### config.mk
export PLATFORM = sky130hd
export DESIGN_NAME = lcd_ram_refresh
export DESIGN_NICKNAME = d
export VERILOG_FILES = /design/src/rtl/lcd_ram_refresh.sv
export SDC_FILE = /design/constraint.sdc
export NUM_CORES = 1
export LEC_CHECK = 0
export CAP_MARGIN = 10
export CORE_MARGIN = 2
export CORE_UTILIZATION = 56
export CTS_CLUSTER_SIZE = 16
export DETAILED_ROUTE_END_ITERATION = 10
export DONT_BUFFER_PORTS = 1
export PLACE_DENSITY_LB_ADDON = 0.25
export SLEW_MARGIN = 5
export SYNTH_ARGS = -nofsm -noshare
export SYNTH_HDL_FRONTEND = slang
export SYNTH_SLANG_ARGS = --single-unit
### constraint.sdc
create_clock -name clk -period 3.6 [get_ports clk]
set_clock_uncertainty 0.15 [all_clocks]
set_input_delay 0 -clock clk [delete_from_list [all_inputs] [get_ports clk]]
set_output_delay 0 -clock clk [all_outputs]
set_load 0.02 [all_outputs]
### src/rtl/lcd_ram_refresh.sv
// HD44780 8-bit init sequencer and 16-char line-1 refresher.
// Ports: clk, rst, start; ram_addr/ram_data RAM read port; lcd_rs/rw/e/db bus; busy, done status.
module lcd_ram_refresh #(
  parameter int unsigned INIT_WAIT = 750000,
  parameter int unsigned SETUP     = 2,
  parameter int unsigned E_PULSE   = 12,
  parameter int unsigned CMD_WAIT  = 2500,
  parameter int unsigned CLR_WAIT  = 100000,
  parameter int unsigned TW        = 20
) (
  input  logic       clk,
  input  logic       rst,
  input  logic       start,
  output logic [3:0] ram_addr,
  input  logic [7:0] ram_data,
  output logic       lcd_rs,
  output logic       lcd_rw,
  output logic       lcd_e,
  output logic [7:0] lcd_db,
  output logic       busy,
  output logic       done
);

  typedef enum logic [2:0] {
    S_PWR_WAIT,
    S_CMD,
    S_FETCH,
    S_LATCH,
    S_SETUP,
    S_PULSE,
    S_HOLD,
    S_IDLE
  } state_t;

  localparam logic [TW-1:0] INIT_LAST  = TW'(INIT_WAIT - 1);
  localparam logic [TW-1:0] SETUP_LAST = TW'(SETUP - 1);
  localparam logic [TW-1:0] PULSE_LAST = TW'(E_PULSE - 1);
  localparam logic [TW-1:0] CMD_LAST   = TW'(CMD_WAIT - 1);
  localparam logic [TW-1:0] CLR_LAST   = TW'(CLR_WAIT - 1);

  state_t        state;
  state_t        state_d;
  logic [TW-1:0] timer;
  logic [3:0]    idx;
  logic [1:0]    step;
  // init_mode: running power-up commands; data_mode: 0x80 sent, now data bytes
  logic          init_mode;
  logic          data_mode;

  logic [TW-1:0] hold_last;
  logic          init_last;
  logic          last_byte;
  logic          hold_end;
  logic [7:0]    cmd_byte;

  always_comb begin
    init_last = init_mode && (step == 2'd3);
    last_byte = !init_mode && data_mode && (idx == 4'hF);
    hold_last = init_last ? CLR_LAST : CMD_LAST;
    hold_end  = (state == S_HOLD) && (timer == hold_last);
  end

  always_comb begin
    cmd_byte = 8'h80;
    unique case (1'b1)
      !init_mode:                cmd_byte = 8'h80;
      init_mode && step == 2'd0: cmd_byte = 8'h38;
      init_mode && step == 2'd1: cmd_byte = 8'h0C;
      init_mode && step == 2'd2: cmd_byte = 8'h06;
      init_mode && step == 2'd3: cmd_byte = 8'h01;
      default:                   cmd_byte = 8'h80;
    endcase
  end

  always_comb begin
    state_d = state;
    unique case (state)
      S_PWR_WAIT: if (timer == INIT_LAST) state_d = S_CMD;
      S_CMD:      state_d = S_SETUP;
      S_FETCH:    state_d = S_LATCH;
      S_LATCH:    state_d = S_SETUP;
      S_SETUP:    if (timer == SETUP_LAST) state_d = S_PULSE;
      S_PULSE:    if (timer == PULSE_LAST) state_d = S_HOLD;
      S_HOLD: begin
        if (hold_end) begin
          if (init_last || last_byte) state_d = S_IDLE;
          else if (init_mode)         state_d = S_CMD;
          else                        state_d = S_FETCH;
        end
      end
      S_IDLE:     if (start) state_d = S_CMD;
      default:    state_d = S_PWR_WAIT;
    endcase
  end

  always_ff @(posedge clk) begin
    if (rst) begin
      state     <= S_PWR_WAIT;
      timer     <= '0;
      idx       <= '0;
      step      <= '0;
      init_mode <= 1'b1;
      data_mode <= 1'b0;
      lcd_db    <= '0;
      lcd_rs    <= 1'b0;
      lcd_e     <= 1'b0;
      done      <= 1'b0;
    end else begin
      state <= state_d;
      // timer restarts on every state change so each phase counts from 0
      if (state_d != state || state == S_IDLE) timer <= '0;
      else                                     timer <= timer + 1'b1;
      lcd_e <= (state_d == S_PULSE);
      done  <= hold_end && last_byte;
      if (state == S_CMD) begin
        lcd_db <= cmd_byte;
        lcd_rs <= 1'b0;
      end
      if (state == S_LATCH) begin
        lcd_db <= ram_data;
        lcd_rs <= 1'b1;
      end
      if (hold_end) begin
        if (init_mode) begin
          if (step == 2'd3) init_mode <= 1'b0;
          else              step      <= step + 2'd1;
        end else if (data_mode) begin
          // 4-bit wrap leaves idx at 0 after the 16th byte
          idx <= idx + 4'd1;
          if (idx == 4'hF) data_mode <= 1'b0;
        end else begin
          data_mode <= 1'b1;
        end
      end
    end
  end

  assign ram_addr = idx;
  assign lcd_rw   = 1'b0;
  assign busy     = (state != S_IDLE);

endmodule

# Yosys cells after proc, flatten, opt, wreduce, memory -nomap -nowiden
# Cells that the tools add are included.
[totals]
ram_bits = 0
word_cells = 70
n_memories = 0
output_inout_bits = 17
rom_bits = 0
regBits = 42
in_bits = 11
latchBits = 0
[op_classes]
order_cmp = 0
shifts = 0
muxes = 18
add_sub_neg = 3
bitwise = 2
reduce_logical = 19
n_eq_ne = 18
div = 0
n_mul = 0
[ops]
columns = ["op", "n"]
rows = [
  ["case mux 8 bit (4 select lines)", 1],
  ["case mux 3 bit (7 select lines)", 1],
  ["adder 20 x 1 -> 20 bit, second input constant", 1],
  ["equality test 20 x 1 -> 1 bit, second input constant", 1],
  ["equality test 20 x 17 -> 1 bit", 1],
  ["equality test 20 bit, second input constant", 1],
  ["equality test 20 x 4 -> 1 bit, second input constant", 1],
  ["two-way mux 3 bit", 6],
  ["two-way mux 17 bit", 1],
  ["two-way mux 8 bit", 2],
  ["equality test 3 bit, second input constant", 5],
  ["logical AND 1 bit", 8],
  ["equality test 3 x 2 -> 1 bit, second input constant", 2],
  ["two-way mux 1 bit", 6],
  ["AND reduction 3 bit", 2],
  ["adder 4 x 1 -> 4 bit, second input constant", 1],
  ["equality test 2 bit, second input constant", 2],
  ["equality test 4 bit, second input constant", 1],
  ["OR reduction 2 bit", 2],
  ["equality test 3 x 1 -> 1 bit, second input constant", 1],
  ["zero test 3 bit", 1],
  ["!= test 3 bit", 1],
  ["!= test 3 bit, second input constant", 1],
  ["adder 2 x 1 -> 2 bit, second input constant", 1],
  ["other kinds (8)", 10],
]

# Longest topological paths before layout
# Gate-level depths: netlist of the first run.
[logic_depth]
ltp_word = 10
mapped_depth = 9
depth_no_buf = 7

# Least setup slack after synthesis of the first run
# Ideal clock, no wire load.
[synth_path]
kind = "reg-to-reg"
start = "reg step[0]"
end = "reg idx[3] (netlist: ram_addr[3])"
arrival_ps = 2026
stages_incl_launch_ff = 8
path_buffers = 0
t_required_ps = 3327
setup_time_ps = 123
synth_period_minus_slack_ps = 2300
setup_slack_ps = 1300
cell_sequence = "dfxtp_1 -> ha_1 -> and4_2 -> nand3_1 -> a211o_1 -> nor2_1 -> nand4_1 -> mux2_1"
[synth_via]
elab_chain_cells = 6
[synth_lines]
columns = ["element", "line", "text"]
rows = [
  ["start, declared", "45", "logic [1:0] step;"],
  ["start signal, assigned", "126", "else step <= step + 2'd1;"],
  ["equality test 2 bit", "57", "init_last = init_mode && (step == 2'd3);"],
  ["logical AND 1 bit", "57", ""],
  ["two-way mux 17 bit", "59", "hold_last = init_last ? CLR_LAST : CMD_LAST;"],
  ["equality test 20 x 17 -> 1 bit", "60", "hold_end = (state == S_HOLD) && (timer == hold_last);"],
  ["logical AND 1 bit", "60", ""],
  ["AND reduction 3 bit (no line)", "--", ""],
  ["end signal, assigned", "129", "idx <= idx + 4'd1;"],
  ["end, declared", "44", "logic [3:0] idx;"],
]
# Every way passes these cells.
# A chain may end at the register's enable or synchronous reset.

# Final worst setup path of the first run
[layout_path]
start = "reg state[1]"
end = "reg timer[9]"
[layout_via]
elab_chain_cells = 7
elab_cells_between_ends = 19
cone_classes = "eq/ne (8); mux (6); reduce/logical (5)"
[layout_lines]
columns = ["element", "line", "text"]
rows = [
  ["start, declared", "41", "state_t state;"],
  ["start signal, assigned", "109", "state <= state_d;"],
  ["equality test 3 bit", "60, 77", ""],
  ["logical AND 1 bit", "60", ""],
  ["two-way mux 3 bit", "85", "if (hold_end) begin"],
  ["case mux 3 bit (7 select lines)", "77", "unique case (state)"],
  ["!= test 3 bit", "111", "if (state_d != state || state == S_IDLE) timer <= '0;"],
  ["logical OR 1 bit *", "111", ""],
  ["OR reduction 2 bit (no line) *", "--", ""],
  ["end signal, assigned", "112", "else timer <= timer + 1'b1;"],
  ["end, declared", "43", "logic [TW-1:0] timer;"],
]
# Mark *: on every way between the ends. The rest lies on a longest branch, timed or not.

==> impl_metrics.env, run 1 <==
export IMPL_dp_cells=296
export IMPL_synth_simple_area_share_pct=29.9
export IMPL_hold_violations=0
export IMPL_start_kind="flop"
export IMPL_pre_cts_ws_ns=0.831
export IMPL_synth_xor_area_share_pct=7.81
export IMPL_place_hpwl_um=3160
export IMPL_setup_violations_final=0
export IMPL_synth_common_cells="dfxtp_1 (42), nor2_1 (42), nand2_1 (18)"
export IMPL_cts_sinks=42
export IMPL_netlist_area_leader_share_pct=37.5
export IMPL_worstSetupPathType="flop to flop"
export IMPL_rsz0062_at_grt="false"
export IMPL_synth_compound_area_share_pct=12.2
export IMPL_grt_pass1_wl_um=7990
export IMPL_synthesis_nets=282
export IMPL_stdcell_count=314
export IMPL_ys_seq_area_share_pct=37.5
export IMPL_clock_root_buffer="clkbuf_8"
export IMPL_async_reset_ff_share_pct=0
export IMPL_cts_resized=0
export IMPL_synth_cell_type_count=51
export IMPL_clk_path_buf_depth=2
export IMPL_final_cell_area_um2=2460
export IMPL_met3_length_um=291
export IMPL_power_leakage_nw=0.867
export IMPL_diodes=0
export IMPL_cts_tree="done"
export IMPL_antenna_found_initial=0
export IMPL_initial_utilization_pct=59.9
export IMPL_worstHoldStart="rst"
export IMPL_die_h_um=67.3
export IMPL_syn_inst=264
export IMPL_post_route_drc_count=0
export IMPL_period_minus_slack_ns=2.83
export IMPL_avgSynthCellArea_um2=8.49
export IMPL_wl_per_cell_um=15.1
export IMPL_routed_top_layer="met4"
export IMPL_ios=28
export IMPL_slew_headroom_pct=43.6
export IMPL_layout_nets=283
export IMPL_ys_flop_type="dfxtp_1"
export IMPL_crit_required_ns=3.63
export IMPL_fillers=327
export IMPL_htree_levels=2
export IMPL_synthTopCellsByArea="dfxtp_1 (38%), nor2_1 (7.0%), xor2_1 (5.9%)"
export IMPL_avgViaCountPerCell=5.86
export IMPL_fp_row_count=22
export IMPL_place_area_um2=2210
export IMPL_synth_edff_count=0
export IMPL_core_area_um2=3740
export IMPL_powerDensity_nw_per_um2=422
export IMPL_finalWeightedCongestion=0.842
export IMPL_wl_um=4740
export IMPL_clk_pin_slew_ns=0.08
export IMPL_crit_arrival_ns=2.86
export IMPL_fmax_ghz=0.354
export IMPL_cts_made_buffers=5
export IMPL_globalRoute_totalOverflow=0
export IMPL_antenna_left=0
export IMPL_fin_ws_ns=0.772
export IMPL_hold_worst_slack_ns=0.0259
export IMPL_synthAdderAreaFrac_pct=3.91
export IMPL_syn_to_final_growth_pct=9.54
export IMPL_ys_seq_elements=42
export IMPL_portBuffers=0
export IMPL_report_final_slew_viol_count=0
export IMPL_status="complete, no violations"
export IMPL_vias=1841
export IMPL_track_usage_pct=23.4
export IMPL_drive_gt1_share_pct=8.27
export IMPL_timing_final_crit_share_pct=78.5
export IMPL_grt_pass1_vias=1710
export IMPL_tightestPinTransition_ns=0.843
export IMPL_synth_top_family_by_area="simple AND/OR/NAND/NOR gates"
export IMPL_r2r_start="state[1]$_SDFF_PP0_"
export IMPL_cp_startpoint="state[1]$_SDFF_PP0_"
export IMPL_drt_first_pass_iters=4
export IMPL_power_total_mw=1.04
export IMPL_die_area_um2=4530
export IMPL_ir_worst_vdd_v=0.000203
export IMPL_wl_met2_um=2250
export IMPL_maxCapViolCount=0
export IMPL_grt_max_degree=24
export IMPL_synth_warnings=0
export IMPL_critical_path_max_fanout=22
export IMPL_clock_latency_ns=0.29
export IMPL_netlist_area_um2=2240
export IMPL_crit_path_end_kind="flop"
export IMPL_synth_area_leader_cell="dfxtp_1"
export IMPL_die_width_um=67.3
export IMPL_synth_mux_area_share_pct=2.79
export IMPL_finalSetupTns_ns=0
export IMPL_drt_iter0_drc=119
export IMPL_hold_path_class="input port to flop"
export IMPL_m1WireLength_um=2120
export IMPL_utilization_pct=65.6
==> final cells by class <==
| cell class | count | area, um2 | share of cell area, % |
|---|---|---|---|
| Sequential cell | 42 | 841 | 34.2 |
| Clock buffer | 6 | 82.6 | 3.36 |
| Clock inverter | 2 | 60.1 | 2.45 |
| Tap cell | 48 | 60.1 | 2.45 |
| Inverter | 7 | 26.3 | 1.07 |
| Multi-Input combinational cell | 197 | 1270 | 51.8 |
| Timing Repair Buffer | 12 | 115 | 4.69 |
==> layer usage <==
layer,GRT usage (%),vias to the layer above
met5,0,-
met4,10.7,0
met3,5.67,9
met2,35.3,54
met1,31.5,853
li1,-,925
==> registers in the layout (all words and copies together) (netlist names) <==
signal     count
timer         20
lcd_db         8
ram_addr       4
state          3
step           2
data_mode      1
done           1
init_mode      1
lcd_e          1
lcd_rs         1
==> critical path, cell delays in order (launching register included) <==
cell       delay [ns]
dfxtp_1          0.85
nand2_4          0.10
or3b_1           0.41
a2111oi_0        0.48
o21ai_1          0.15
o211ai_1         0.23
buf_4            0.27
nor2_1           0.07
==> power by group <==
| part | total, mW | leakage [nW] | internal (mW) | switching, mW |
|---|---|---|---|---|
| Clock | 0.456 | 0.0714 | 0.296 | 0.160 |
| Sequential | 0.506 | 0.339 | 0.479 | 0.0272 |
| Combinational | 0.0750 | 0.456 | 0.0320 | 0.0430 |
| Total | 1.04 | 0.867 | 0.807 | 0.230 |
==> timing repair <==
item / 4_1_cts / 5_1_grt
hold buffers: 10 / 0
endpoints found under the hold margin: 22 / 0
setup buffers: 0 / 0
==> cell families (layout without fill, tap and decap cells) <==
group,count (synthesis),after routing
flip-flops,42,42
multiplexers,6,6
XOR/XNOR,20,20
AND/OR/NAND/NOR,125,125
adder cells (fa/ha/maj),7,7
AO/OA/AOI/OAI,38,38
buffers and inverters,25,27
other,1,1
==> layout by cell type (no fill, tap or decap), types with 2 or more instances in the layout <==
cell type,instances
nor3b_1,2
buf_4,2
xnor2_1,5
o2111ai_1,2
a211o_1,2
clkbuf_8,6
nor4_4,2
nor4_1,2
ha_1,7
bufinv_16,2
dfxtp_1,42
nand2_1,18
dlygate4sd3_1,10
nand2b_1,4
nor2b_1,5
mux2i_1,4
xor2_1,15
o211ai_1,7
inv_1,7
a21oi_1,8
and4_1,3
and3_2,2
nand3_1,17
o21ai_0,10
nand4_1,10
nor3_1,8
nor2_1,42
==> worst paths after layout <==
| kind | to | slack (ns) | cells after the start |
|---|---|---|---|
| max | timer[9]$_SDFF_PP0_ | 0.77 | 7 |
| min | timer[1]$_SDFF_PP0_ | 0.03 | 4 |
| max reg2reg | timer[9]$_SDFF_PP0_ | 0.77 | 7 |
| min reg2reg | timer[0]$_SDFF_PP0_ | 0.35 | 1 |
Note: power is estimated with default switching activity, not from simulation.
==> run 2: changes to the inputs <==
Clock period 3.6 ns to 2.4 ns, I/O delays scaled along.
==> run 2 against run 1 <==
Against the previous run:
- the run now ends with negative setup slack left
- wire length grew 18%
- sequential share of layout area shrank 3.7 points
- design area grew 15%
- global-route usage grew 0.64 points
- count of clock-buffer cells in the layout grew 1
- register-to-register slack lost 0.82 ns
- maximum frequency grew 16%
- combinational power grew to 2.5 times the previous value
- cell count grew 11%
- critical path type unchanged
==> impl_metrics.env, run 2 (synthesized netlist as in run 1, its figures left out) <==
export IMPL_die_area_um2=4530
export IMPL_powerDensity_nw_per_um2=500
export IMPL_utilization_pct=75.1
export IMPL_layout_nets=319
export IMPL_clock_latency_ns=0.30
export IMPL_final_cell_mix="nor2_1 (39), buf_4 (34), dfxtp_1 (32)"
export IMPL_final_common_cell="nor2_1"
export IMPL_final_cell_area_um2=2810
export IMPL_vias=2036
export IMPL_initial_utilization_pct=59.9
export IMPL_tightestPinTransition_ns=0.906
export IMPL_core_area_um2=3740
export IMPL_grt_pass1_wl_um=8250
export IMPL_crit_arrival_ns=2.49
export IMPL_fillers=273
export IMPL_critical_path_cell_count=9
export IMPL_dp_cells=325
export IMPL_multi_input_area_um2=1350
export IMPL_cts_tree="done"
export IMPL_cp_slowest_cell="dfxtp_4"
export IMPL_fp_row_count=22
export IMPL_cts_sinks=42
export IMPL_cp_cell_sequence="nor4_4 > nand4_1 > buf_4 > a2111oi_4 > o21ai_1 > o211ai_1 > buf_4 > clkbuf_16 > nor2_1"
export IMPL_hold_violations=0
export IMPL_crit_path_end_kind="flop"
export IMPL_wl_um=5600
export IMPL_ir_worst_vdd_v=0.000429
export IMPL_die_width_um=67.3
export IMPL_cp_startpoint="timer[15]$_SDFF_PP0_"
export IMPL_fmax_ghz=0.409
export IMPL_syn_to_final_growth_pct=25.4
export IMPL_status="finished with violations"
export IMPL_timing_final_crit_share_pct=102
export IMPL_cp_slowest_stage_delay_ns=0.37
export IMPL_diodes=0
export IMPL_clock_root_buffer="clkbuf_8"
export IMPL_setup_violations_final=15
export IMPL_min_path_cells=3
export IMPL_period_minus_slack_ns=2.45
export IMPL_antenna_found_initial=0
export IMPL_grt_pass1_vias=1842
export IMPL_reg2reg_to="timer[19]$_SDFF_PP0_"
export IMPL_swShare_pct=25.6
export IMPL_wl_per_cell_um=16.0
export IMPL_report_final_slew_viol_count=0
export IMPL_violations="negative setup slack"
export IMPL_grt_max_degree=25
export IMPL_htree_levels=2
export IMPL_power_total_mw=1.41
export IMPL_drt_first_pass_iters=4
export IMPL_place_hpwl_um=3720
export IMPL_regArea_um2=858
export IMPL_ios=28
export IMPL_critical_path_max_fanout=5
export IMPL_power_leakage_nw=1.05
export IMPL_place_area_um2=2440
export IMPL_slew_headroom_pct=39.4
export IMPL_comb_power_share_pct=13.4
export IMPL_finalSetupTns_ns=-0.598
export IMPL_maxCapViolCount=0
export IMPL_p_switching_mw=0.361
export IMPL_drt_iter0_drc=168
export IMPL_stdcell_count=350
export IMPL_cpMostUsedCell="buf_4"
export IMPL_hold_worst_slack_ns=0.286
export IMPL_clk_path_buf_depth=2
export IMPL_r2r_start="timer[15]$_SDFF_PP0_"
export IMPL_clk_pin_slew_ns=0.08
export IMPL_worst_path_dominant_cell_family="compound AO/OA/AOI/OAI gates"
export IMPL_r2r_cells=9
export IMPL_fin_ws_ns=-0.0464
export IMPL_pwr_share_clk_pct=33.2
export IMPL_worstHoldStart="ram_data[6]"
export IMPL_antenna_left=0
export IMPL_top_register="timer"
export IMPL_largest_reg_flops=20
export IMPL_pre_cts_ws_ns=-0.0627
export IMPL_crit_buf_inv=3
export IMPL_crit_required_ns=2.44
export IMPL_rsz0062_at_grt="true"
export IMPL_post_route_drc_count=0
export IMPL_avgViaCountPerCell=5.82
export IMPL_drive_gt1_share_pct=25.8
export IMPL_hold_path_class="input port to flop"
export IMPL_min_to="lcd_db[6]$_SDFFE_PP0P_"
export IMPL_cts_made_buffers=5
export IMPL_portBuffers=0
export IMPL_p_seq_share_pct=53.4
export IMPL_globalRoute_totalOverflow=0
export IMPL_reg2reg_slack_ns=-0.05
export IMPL_die_h_um=67.3
export IMPL_finalWeightedCongestion=0.912
export IMPL_track_usage_pct=24.0
export IMPL_start_kind="flop"
export IMPL_p_int_mw=1.05
export IMPL_worstSetupPathType="flop to flop"
-- run 2: cell type report --
cell class / instances / share of cell area [%]
multi-input combinational: 197 / 47.8
sequential: 42 / 30.5
timing repair buffer: 48 / 15.3
clock buffer: 7 / 3.07
tap: 48 / 2.14
inverter: 7 / 0.934
clock inverter: 1 / 0.178
-- run 2: worst register-to-register path: cells and delay by family, from the launching register on --
kind / cells / cell delay, ns
flip-flops: 1 / 0.37
AND/OR/NAND/NOR: 3 / 0.53
buffers and inverters: 3 / 0.55
AO/OA/AOI/OAI: 3 / 0.74
-- run 2: how the worst max path moves through the flow --
stage / slack (ns) / end
2_1_floorplan: 0.10 / ram_addr[3]$_SDFFE_PP0P_
3_3_place_gp: 0.06 / init_mode$_SDFFE_PP1N_
3_5_place_dp: -0.06 / timer[16]$_SDFF_PP0_
4_1_cts: 0.01 / data_mode$_SDFFE_PP0P_
5_1_grt: -0.08 / timer[5]$_SDFF_PP0_
6_report: -0.05 / timer[19]$_SDFF_PP0_
-- run 2: power groups by stage --
stage	registers [mW]	logic (mW)	clock network, mW
floorplan	0.761	0.0924	0
finish	0.752	0.188	0.467
global route	0.755	0.202	0.503
CTS	0.750	0.145	0.472
detailed placement	0.766	0.125	0
global placement	0.765	0.124	0
-- run 2: routing by layer --
metal  share of wire (%)  vias up  GRT usage [%]
met1                  43      946           31.4
li1                    -      995              -
met4                 2.0        0           11.0
met2                  48       80           36.3
met5                   0        -              0
met3                 6.4       15           7.33
-- run 2: what timing repair did --
action | in CTS | in global routing
cloned | 0 | 3
pin swaps | 1 | 15
endpoints found under the setup margin | 21 | 27
buffers inserted | 0 | 4
gates resized for setup | 3 | 28
hold buffers | 10 | 0
endpoints found under the hold margin | 41 | 0
